$ cat src/rtl/rx_commit_pkg.sv
// Shared types and constants for the RX frame commit controller.
package rx_commit_pkg;

    localparam int unsigned LEN_W = 11;

    typedef enum logic [1:0] {IDLE, WRITE, CHECK, DISCARD} commit_state_t;
    typedef enum logic [1:0] {NONE, ERR, OVF, LONG} drop_reason_t;

endpackage

$ cat src/rtl/sat_counter.sv
// Saturating event counter: increments on inc and holds at all-ones.
module sat_counter #(
    parameter int unsigned CNT_W = 32
) (
    input  logic             clk,
    input  logic             rst_n,
    input  logic             inc,
    output logic [CNT_W-1:0] q
);

    always_ff @(posedge clk or negedge rst_n) begin
        if (!rst_n) begin
            q <= '0;
        end else if (inc && (q != '1)) begin
            q <= q + CNT_W'(1);
        end
    end

endmodule

$ cat src/rtl/rx_frame_commit_ctrl.sv
// Write-side RX buffer controller: streams frames into a circular RAM, then commits each one
// or rewinds the write pointer once its verdict window closes.
module rx_frame_commit_ctrl
    import rx_commit_pkg::*;
#(
    parameter int unsigned ADDR_W       = 11,
    parameter int unsigned MIN_LEN      = 64,
    parameter int unsigned MAX_LEN      = 1518,
    parameter int unsigned CHECK_CYCLES = 4,
    parameter int unsigned CNT_W        = 32
) (
    input  logic              clk,
    input  logic              rst_n,
    input  logic              rx_valid_i,
    input  logic [7:0]        rx_data_i,
    input  logic              error_pulse_i,
    input  logic [ADDR_W:0]   rd_ptr_i,
    output logic              ram_we_o,
    output logic [ADDR_W-1:0] ram_waddr_o,
    output logic [7:0]        ram_wdata_o,
    output logic [ADDR_W:0]   commit_ptr_o,
    output logic              commit_pulse_o,
    output logic [LEN_W-1:0]  commit_len_o,
    output logic [CNT_W-1:0]  cnt_ok_o,
    output logic [CNT_W-1:0]  cnt_err_o,
    output logic [CNT_W-1:0]  cnt_ovf_o,
    output logic [CNT_W-1:0]  cnt_long_o,
    output logic [CNT_W-1:0]  cnt_runt_o
);

    localparam int unsigned PTR_W = ADDR_W + 1;
    localparam int unsigned TMR_W = 3;
    localparam logic [PTR_W-1:0] DEPTH    = {1'b1, {ADDR_W{1'b0}}};
    localparam logic [TMR_W-1:0] TMR_INIT = TMR_W'(CHECK_CYCLES - 1);
    localparam logic [LEN_W-1:0] LEN_MAX  = LEN_W'(MAX_LEN);
    localparam logic [LEN_W-1:0] LEN_MIN  = LEN_W'(MIN_LEN);

    commit_state_t      state_q, state_d;
    drop_reason_t       reason_q, reason_d;
    logic [PTR_W-1:0]   wr_ptr_q, wr_ptr_d;
    logic [PTR_W-1:0]   commit_ptr_q, commit_ptr_d;
    logic [LEN_W-1:0]   len_q, len_d;
    logic [LEN_W-1:0]   commit_len_q, commit_len_d;
    logic [TMR_W-1:0]   timer_q, timer_d;
    logic               commit_pulse_q, commit_pulse_d;
    logic               inc_ok, inc_err, inc_ovf, inc_long, inc_runt;
    logic [PTR_W-1:0]   used;
    logic               full;

    assign used = wr_ptr_q - rd_ptr_i;
    assign full = (used == DEPTH);

    assign ram_waddr_o    = wr_ptr_q[ADDR_W-1:0];
    assign ram_wdata_o    = rx_data_i;
    assign commit_ptr_o   = commit_ptr_q;
    assign commit_pulse_o = commit_pulse_q;
    assign commit_len_o   = commit_len_q;

    always_comb begin
        state_d        = state_q;
        reason_d       = reason_q;
        wr_ptr_d       = wr_ptr_q;
        commit_ptr_d   = commit_ptr_q;
        len_d          = len_q;
        commit_len_d   = commit_len_q;
        timer_d        = timer_q;
        commit_pulse_d = 1'b0;
        ram_we_o       = 1'b0;
        inc_ok         = 1'b0;
        inc_err        = 1'b0;
        inc_ovf        = 1'b0;
        inc_long       = 1'b0;
        inc_runt       = 1'b0;

        unique case (state_q)
            IDLE: begin
                if (rx_valid_i) begin
                    if (error_pulse_i) begin
                        state_d  = DISCARD;
                        reason_d = ERR;
                    end else if (full) begin
                        state_d  = DISCARD;
                        reason_d = OVF;
                    end else begin
                        ram_we_o = 1'b1;
                        wr_ptr_d = wr_ptr_q + PTR_W'(1);
                        len_d    = LEN_W'(1);
                        state_d  = WRITE;
                    end
                end
            end
            WRITE: begin
                if (rx_valid_i) begin
                    if (error_pulse_i || full || (len_q == LEN_MAX)) begin
                        wr_ptr_d = commit_ptr_q;
                        state_d  = DISCARD;
                        reason_d = error_pulse_i ? ERR : (full ? OVF : LONG);
                    end else begin
                        ram_we_o = 1'b1;
                        wr_ptr_d = wr_ptr_q + PTR_W'(1);
                        len_d    = len_q + LEN_W'(1);
                    end
                end else if (error_pulse_i) begin
                    wr_ptr_d = commit_ptr_q;
                    inc_err  = 1'b1;
                    state_d  = IDLE;
                end else begin
                    timer_d = TMR_INIT;
                    state_d = CHECK;
                end
            end
            CHECK: begin
                if (error_pulse_i) begin
                    wr_ptr_d = commit_ptr_q;
                    inc_err  = 1'b1;
                    state_d  = IDLE;
                end else if ((timer_q == '0) || rx_valid_i) begin
                    // An early next frame closes the verdict window immediately.
                    if (len_q < LEN_MIN) begin
                        wr_ptr_d = commit_ptr_q;
                        inc_runt = 1'b1;
                    end else begin
                        commit_ptr_d   = wr_ptr_q;
                        commit_len_d   = len_q;
                        commit_pulse_d = 1'b1;
                        inc_ok         = 1'b1;
                    end
                    state_d = IDLE;
                end else begin
                    timer_d = timer_q - TMR_W'(1);
                end
                if (rx_valid_i) begin
                    state_d  = DISCARD;
                    reason_d = ERR;
                end
            end
            DISCARD: begin
                if (!rx_valid_i) begin
                    inc_err  = (reason_q == ERR);
                    inc_ovf  = (reason_q == OVF);
                    inc_long = (reason_q == LONG);
                    reason_d = NONE;
                    state_d  = IDLE;
                end
            end
            default: state_d = IDLE;
        endcase
    end

    always_ff @(posedge clk or negedge rst_n) begin
        if (!rst_n) begin
            state_q        <= DISCARD;
            reason_q       <= NONE;
            wr_ptr_q       <= '0;
            commit_ptr_q   <= '0;
            len_q          <= '0;
            commit_len_q   <= '0;
            timer_q        <= '0;
            commit_pulse_q <= 1'b0;
        end else begin
            state_q        <= state_d;
            reason_q       <= reason_d;
            wr_ptr_q       <= wr_ptr_d;
            commit_ptr_q   <= commit_ptr_d;
            len_q          <= len_d;
            commit_len_q   <= commit_len_d;
            timer_q        <= timer_d;
            commit_pulse_q <= commit_pulse_d;
        end
    end

    sat_counter #(.CNT_W(CNT_W)) u_cnt_ok   (.clk(clk), .rst_n(rst_n), .inc(inc_ok),   .q(cnt_ok_o));
    sat_counter #(.CNT_W(CNT_W)) u_cnt_err  (.clk(clk), .rst_n(rst_n), .inc(inc_err),  .q(cnt_err_o));
    sat_counter #(.CNT_W(CNT_W)) u_cnt_ovf  (.clk(clk), .rst_n(rst_n), .inc(inc_ovf),  .q(cnt_ovf_o));
    sat_counter #(.CNT_W(CNT_W)) u_cnt_long (.clk(clk), .rst_n(rst_n), .inc(inc_long), .q(cnt_long_o));
    sat_counter #(.CNT_W(CNT_W)) u_cnt_runt (.clk(clk), .rst_n(rst_n), .inc(inc_runt), .q(cnt_runt_o));

endmodule

$ cat config.mk
export PLATFORM = sky130hd
export DESIGN_NAME = rx_frame_commit_ctrl
export DESIGN_NICKNAME = d
export VERILOG_FILES = /design/src/rtl/rx_commit_pkg.sv /design/src/rtl/sat_counter.sv /design/src/rtl/rx_frame_commit_ctrl.sv
export SDC_FILE = /design/constraint.sdc
export NUM_CORES = 1
export LEC_CHECK = 0
export CAP_MARGIN = 20
export CORE_MARGIN = 2
export CORE_UTILIZATION = 50
export DETAILED_ROUTE_END_ITERATION = 8
export DONT_BUFFER_PORTS = 1
export RECOVER_POWER = 50
export SYNTH_ARGS = -nofsm -noshare
export SYNTH_HDL_FRONTEND = slang
export SYNTH_SLANG_ARGS = --single-unit
$ cat constraint.sdc
create_clock -name clk -period 8.8 [get_ports clk]
set_input_delay 1.76 -clock clk [delete_from_list [all_inputs] [get_ports clk]]
set_output_delay 1.76 -clock clk [all_outputs]
set_load 0.02 [all_outputs]
==> flow_metrics.tcl, run 1 <==
set metrics [dict create \
    drtIter0Drc 421 \
    ir_worst_vdd_mv 0.149 \
    hp-start "timer_q[1]$_DFFE_PN0P_" \
    switching_power_mw 1.02 \
    status "finished, final reports clean" \
    post-cts-setup-buffers 0 \
    clockBufferDepth 3 \
    ys_async_sr_fraction_pct 100 \
    swShare_pct 34.3 \
    seqPwrFrac_pct 42.2 \
    seq_area_frac_synth_pct 47.0 \
    crit_path_start_kind "input pin" \
    r2r_start "state_q[1]$_DFFE_PN1P_" \
    wl_mm 25.9 \
    cp_max_fo 24 \
    worstPathRequired_ns 7.04 \
    cts_tree "done" \
    route.detailed.wl_per_inst_um 17.9 \
    setup_tns_ns 0 \
    dr_total_vias 8321 \
    grt_max_degree 215 \
    synth-seq-cells 214 \
    period_share_pct 75.1 \
    intPower_mw 1.96 \
    crit_buf_inv 3 \
    layout-drive-gt1-share_pct 6.44 \
    cp_slowest_cell "a2111oi_0" \
    antenna_found_initial 0 \
    clock_sinks 214 \
    ys_types 69 \
    crit_start "rd_ptr_i[8]" \
    n_antenna_cell 0 \
    fillers 2001 \
    max-slew-margin-rel_pct 23.6 \
    postCtsHoldBufs 0 \
    slew_viol_final 0 \
    cp.arrival_ns 4.85 \
    synth_edf_count 0 \
    utilization_pct 54.5 \
    nNetsFinal 1197 \
    min_period_ns 6.61 \
    critical_path.top_delay_family "simple AND/OR/NAND/NOR gates" \
    syn_inst 1172 \
    die_w_um 155 \
    dieArea_um2 24000 \
    dr_wl_met3_mm 2.06 \
    io_buffers 0 \
    first_pass_iters 5 \
    avgSynthCellArea_um2 9.72 \
    grt_pass1_wl_mm 42.2 \
    h-tree-depth 1 \
    hold_viol 0 \
    comb_power_share_pct 23.9 \
    maxCapViolCount 0 \
    worstSetupPathType "input pin to primary output" \
    fmax_mhz 151 \
    tightest_slew_ns 1.14 \
    power_frac_clock_pct 33.9 \
    clock-root-buffer "clkbuf_16" \
    rsz0062_at_grt "false" \
    cp-end-kind "primary output" \
    p_per_area_nw_per_um2 243 \
    grt_pass1_vias 8118 \
    power.leakage_nw 5.64 \
    grt_overflow 0 \
    pin_count 228 \
    start_util_pct 50.6 \
    synth_ff_type "dfrtp_1" \
    hold_class "flop to flop" \
    clkLatencyLatePin_ns 0.52 \
    dr_wl_met2_mm 11.5 \
    fp.dieH_um 155 \
    setup_viol 0 \
    layout-area-overhead-vs-synth_pct 7.76 \
    via_per_inst 5.74 \
    routed.top_layer "met4" \
    drcViolationCount 0 \
    cts_resized 0 \
    grtUsageTotal_pct 21.2 \
    clk_pin_slew_ns 0.05 \
    globalplace.congestion 0.857 \
    coreArea_um2 22500 \
    clock-skew-final_ns 0.00976 \
    ys_warn_count 0 \
    syn_nets 1222 \
    cts_buffers 25 \
    syn_area_um2 11400 \
    hpwl_mm 18.0 \
    m1WireLength_mm 11.6 \
    std_cell_rows 55 \
    slowest_delay_ns 0.78 \
    drt.antenna.violating_nets 0 \
    cp_cell_sequence "inv_1, ha_1, a21o_1, a2111oi_0, nand2_1, and4_1, nand2_1, nor4_2, buf_4, or3_2, inv_1" \
]
==> state kept, by name, summed over array words and instances, names as in the netlist <==
signal / count
commit_len_o: 11
commit_ptr_o: 12
commit_pulse_o: 1
len_q: 11
reason_q: 2
state_q: 2
timer_q: 3
u_cnt_err.q: 32
u_cnt_long.q: 32
u_cnt_ok.q: 32
u_cnt_ovf.q: 32
u_cnt_runt.q: 32
wr_ptr_q: 12
==> cell type report <==
type / count / area [um^2] / share of cell area (%)
multi-input cells: 852 / 5540 / 45.1
flip-flops and latches: 214 / 5360 / 43.7
clock buffers: 34 / 689 / 5.62
well taps: 285 / 357 / 2.91
inverters: 49 / 184 / 1.50
clock inverters: 11 / 115 / 0.938
repair buffers: 5 / 30.0 / 0.245
==> per-stage QoR <==
stage          instances  setup slack (ns)  hold slack, ns  power, mW  area (um^2)
2_1_floorplan       1172              2.80           0.483       1.83        11400
3_3_place_gp        1404              2.28           0.506       1.97        11500
3_5_place_dp        1404              2.24           0.511       1.98        11500
4_1_cts             1449              2.24           0.523       3.00        12300
5_1_grt             1450              2.00           0.551       3.15        12300
6_report            1450              2.19           0.514       2.98        12300
==> placed cells by master (no fill, tap or decap), types with 14 or more instances in the layout <==
cell type | synthesis | final
xor2_1 | 46 | 46
inv_1 | 49 | 49
and3_1 | 38 | 38
o21ai_0 | 30 | 31
nor2_1 | 65 | 65
a21oi_1 | 28 | 28
mux2i_1 | 14 | 14
ha_1 | 26 | 26
nand3_1 | 79 | 79
clkbuf_16 | 0 | 25
dfrtp_1 | 212 | 212
nand2_1 | 152 | 152
nand2b_1 | 20 | 20
nand4_1 | 33 | 33
and4_1 | 17 | 17
xnor2_1 | 120 | 120
nor3_1 | 30 | 30
==> worst reg2reg max path: cells and delay by family (launching register included) <==
kind                     cells  cell delay, ns
flip-flops                   1            0.59
adder cells (fa/ha/maj)      1            0.59
XOR/XNOR                     1            0.16
buffers and inverters        4            1.98
AND/OR/NAND/NOR              4            1.06
AO/OA/AOI/OAI                3            0.87
==> routing by layer <==
metal / vias to the layer above / GRT usage [%]
li1: 4015 / -
met1: 4008 / 28.9
met2: 236 / 32.6
met3: 62 / 6.30
met4: 0 / 7.41
met5: - / 0
==> worst paths after layout <==
path	end	slack (ns)	cells after the start
max	ram_we_o	2.19	11
min	timer_q[1]$_DFFE_PN0P_	0.51	1
max in group asynchronous	state_q[0]$_DFFE_PN1P_	7.48	0
min in group asynchronous	u_cnt_long.q[26]$_DFFE_PN0P_	0.94	0
min reg2reg	timer_q[1]$_DFFE_PN0P_	0.51	1
max reg2reg	u_cnt_ok.q[31]$_DFFE_PN0P_	3.48	13
==> logic make-up after synthesis <==
group / count (synthesis) / synth area share (%)
AOI/OAI and AO/OA: 138 / 8.38
xor gates and xnor gates: 166 / 12.8
adders and majority gates: 26 / 2.86
buffers and inverters: 106 / 4.37
DFF: 214 / 47.0
muxes: 29 / 2.78
and+or+nand+nor: 493 / 21.8
==> cell usage after synthesis, drive strengths merged (3+ instances only) <==
master   number  share of area (%)
and4         17                1.3
or4           4               0.30
mux2         15                1.5
xnor2       120                9.2
or3           9               0.51
a31oi         4               0.22
o31ai         4               0.26
and3         38                2.1
a211o         4               0.31
a21oi        28                1.2
nor4          8               0.44
a21o          9               0.59
o2111ai       5               0.38
o311ai        3               0.23
a221oi        4               0.36
xor2         46                3.5
a311oi        3               0.23
nor2b         6               0.33
o21ai        33                1.5
a22o         12               0.92
o21a          3               0.20
clkbuf       27               0.90
dfrtp       212                 47
a211oi        4               0.26
nor2         66                2.2
nand2b       20                1.1
inv          49                1.6
and2         13               0.71
nand2       153                5.1
nand3b        3               0.20
nor3         31                1.4
ha           26                2.9
mux2i        14                1.2
or2           7               0.38
nand4        33                1.8
o211ai        6               0.40
nand3        79                3.5
buf          30                1.9
==> power groups by stage <==
stage | combinational, mW | clock (mW) | sequential [mW]
global route | 0.799 | 1.08 | 1.27
CTS | 0.710 | 1.04 | 1.26
finish | 0.712 | 1.01 | 1.26
global placement | 0.699 | 0 | 1.27
detailed placement | 0.706 | 0 | 1.27
floorplan | 0.652 | 0 | 1.18
No activity file was read; power rests on OpenSTA's default activity.
==> inputs of run 2 (changes only) <==
clock period = 6.1 ns   (was 8.8 ns; I/O delays follow)
==> flow_metrics.tcl, run 2 (synthesis gave the netlist of run 1 again) <==
set metrics [dict create \
    clock-skew-final_ns 0.0121 \
    die_w_um 155 \
    std_cell_rows 55 \
    final_cell_mix "dfrtp_1, nand2_1, xnor2_1" \
    worstReg2RegEnd "u_cnt_ok.q[31]$_DFFE_PN0P_" \
    tightest_slew_ns 1.01 \
    clock-root-buffer "clkbuf_16" \
    dieArea_um2 24000 \
    setup_tns_ns 0 \
    nNetsFinal 1198 \
    cts_tree "done" \
    clockBufferDepth 3 \
    pin_count 228 \
    path_depth 10 \
    cts_buffers 25 \
    hold_viol 0 \
    grtUsageTotal_pct 21.3 \
    worstPathRequired_ns 4.88 \
    dr_total_vias 8264 \
    cp_cell_sequence "inv_1, ha_1, a21o_1, a2111oi_0, nand2_1, and4_1, nand2_1, nor4_2, or3_2, inv_1" \
    wl_mm 26.0 \
    grt_overflow 0 \
    h-tree-depth 1 \
    fp.dieH_um 155 \
    fmax_mhz 197 \
    first_pass_iters 5 \
    total_power_mw 4.28 \
    min_period_ns 5.07 \
    cp_max_fo 9 \
    crit_buf_inv 2 \
    period_share_pct 83.2 \
    cp.arrival_ns 3.85 \
    layout-drive-gt1-share_pct 6.86 \
    coreArea_um2 22500 \
    final_common_cell "dfrtp_1" \
    via_per_inst 5.70 \
    ff2ff_setup_slack_ns 1.59 \
    power.leakage_nw 5.65 \
    r2r_start "state_q[1]$_DFFE_PN1P_" \
    postCtsHoldBufs 0 \
    io_buffers 0 \
    grt_max_degree 215 \
    clock_sinks 214 \
    route.detailed.wl_per_inst_um 17.9 \
    status "finished, final reports clean" \
    hpwl_mm 18.2 \
    drcViolationCount 0 \
    cp-end-kind "primary output" \
    clkLatencyLatePin_ns 0.52 \
    max-slew-margin-rel_pct 32.4 \
    crit_start "rd_ptr_i[8]" \
    antenna_found_initial 0 \
    p_per_area_nw_per_um2 349 \
    n_antenna_cell 0 \
    ir_worst_vdd_mv 0.226 \
    grt_pass1_wl_mm 42.5 \
    hold_class "input pin to async pin" \
    cp_slowest_cell "a2111oi_0" \
    cts_resized 0 \
    setup_viol 0 \
    rsz0062_at_grt "false" \
    start_util_pct 50.6 \
    clk_pin_slew_ns 0.05 \
    worstSetupPathType "input pin to primary output" \
    layout-area-overhead-vs-synth_pct 7.89 \
    reg2reg_depth 12 \
    slew_viol_final 0 \
    critical_path.top_delay_family "simple AND/OR/NAND/NOR gates" \
    globalplace.congestion 0.853 \
    grt_pass1_vias 8095 \
    slowest_delay_ns 0.70 \
    drt.antenna.violating_nets 0 \
    crit_path_start_kind "input pin" \
    endpoint "ram_we_o" \
    post-cts-setup-buffers 0 \
    maxCapViolCount 0 \
    drtIter0Drc 429 \
]
run 2: changes by cell type in the layout (fill, tap and decap cells not counted):
cell and change:
bufinv_16 -1, o21ai_2 +1, clkinv_2 -1, buf_4 +3, o21ai_0 -1, clkbuf_8 +2
clkinvlp_4 +1, clkbuf_1 -3
run 2: worst min path at each step:
stage	slack, ns	cells past startpoint	from	to
6_report	0.40	0	rst_n	u_cnt_long.q[19]$_DFFE_PN0P_
5_1_grt	0.36	0	rst_n	u_cnt_long.q[9]$_DFFE_PN0P_
4_1_cts	0.37	0	rst_n	u_cnt_long.q[11]$_DFFE_PN0P_
3_5_place_dp	0.51	1	timer_q[1]$_DFFE_PN0P_	timer_q[1]$_DFFE_PN0P_
3_3_place_gp	0.51	1	timer_q[1]$_DFFE_PN0P_	timer_q[1]$_DFFE_PN0P_
2_1_floorplan	0.48	1	timer_q[1]$_DFFE_PN0P_	timer_q[1]$_DFFE_PN0P_
run 2: final cells by class:
type / instances / area, um^2
clock buffer: 35 / 713
clock inverter: 10 / 87.6
fill: 2001 / 10200
inverter: 49 / 184
multi-input combinational: 852 / 5540
sequential: 214 / 5360
tap: 285 / 357
timing repair buffer: 6 / 45.0
run 2: power by group:
group,leakage [nW],internal (mW),switching [mW]
registers,2.89,1.53,0.282
clock network,0.393,0.858,0.581
logic,2.37,0.424,0.607
run 2: metal layers:
metal | vias to the layer above | global-route usage (%) | share of wire [%]
li1 | 4017 | - | -
met1 | 3982 | 29.9 | 46
met2 | 219 | 32.5 | 44
met3 | 46 | 5.43 | 7.0
met4 | 0 | 6.75 | 2.9
met5 | - | 0 | 0
run 2: per-stage QoR:
stage | util, % | cells | hold slack [ns] | setup slack [ns] | cell area (um^2)
2_1_floorplan | - | 1172 | 0.483 | 1.18 | 11400
3_3_place_gp | 51.0 | 1406 | 0.510 | 1.07 | 11500
3_5_place_dp | 51.0 | 1406 | 0.509 | 1.08 | 11500
4_1_cts | 54.6 | 1451 | 0.372 | 1.05 | 12300
5_1_grt | 54.6 | 1451 | 0.364 | 0.831 | 12300
6_report | 54.6 | 1451 | 0.399 | 1.03 | 12300
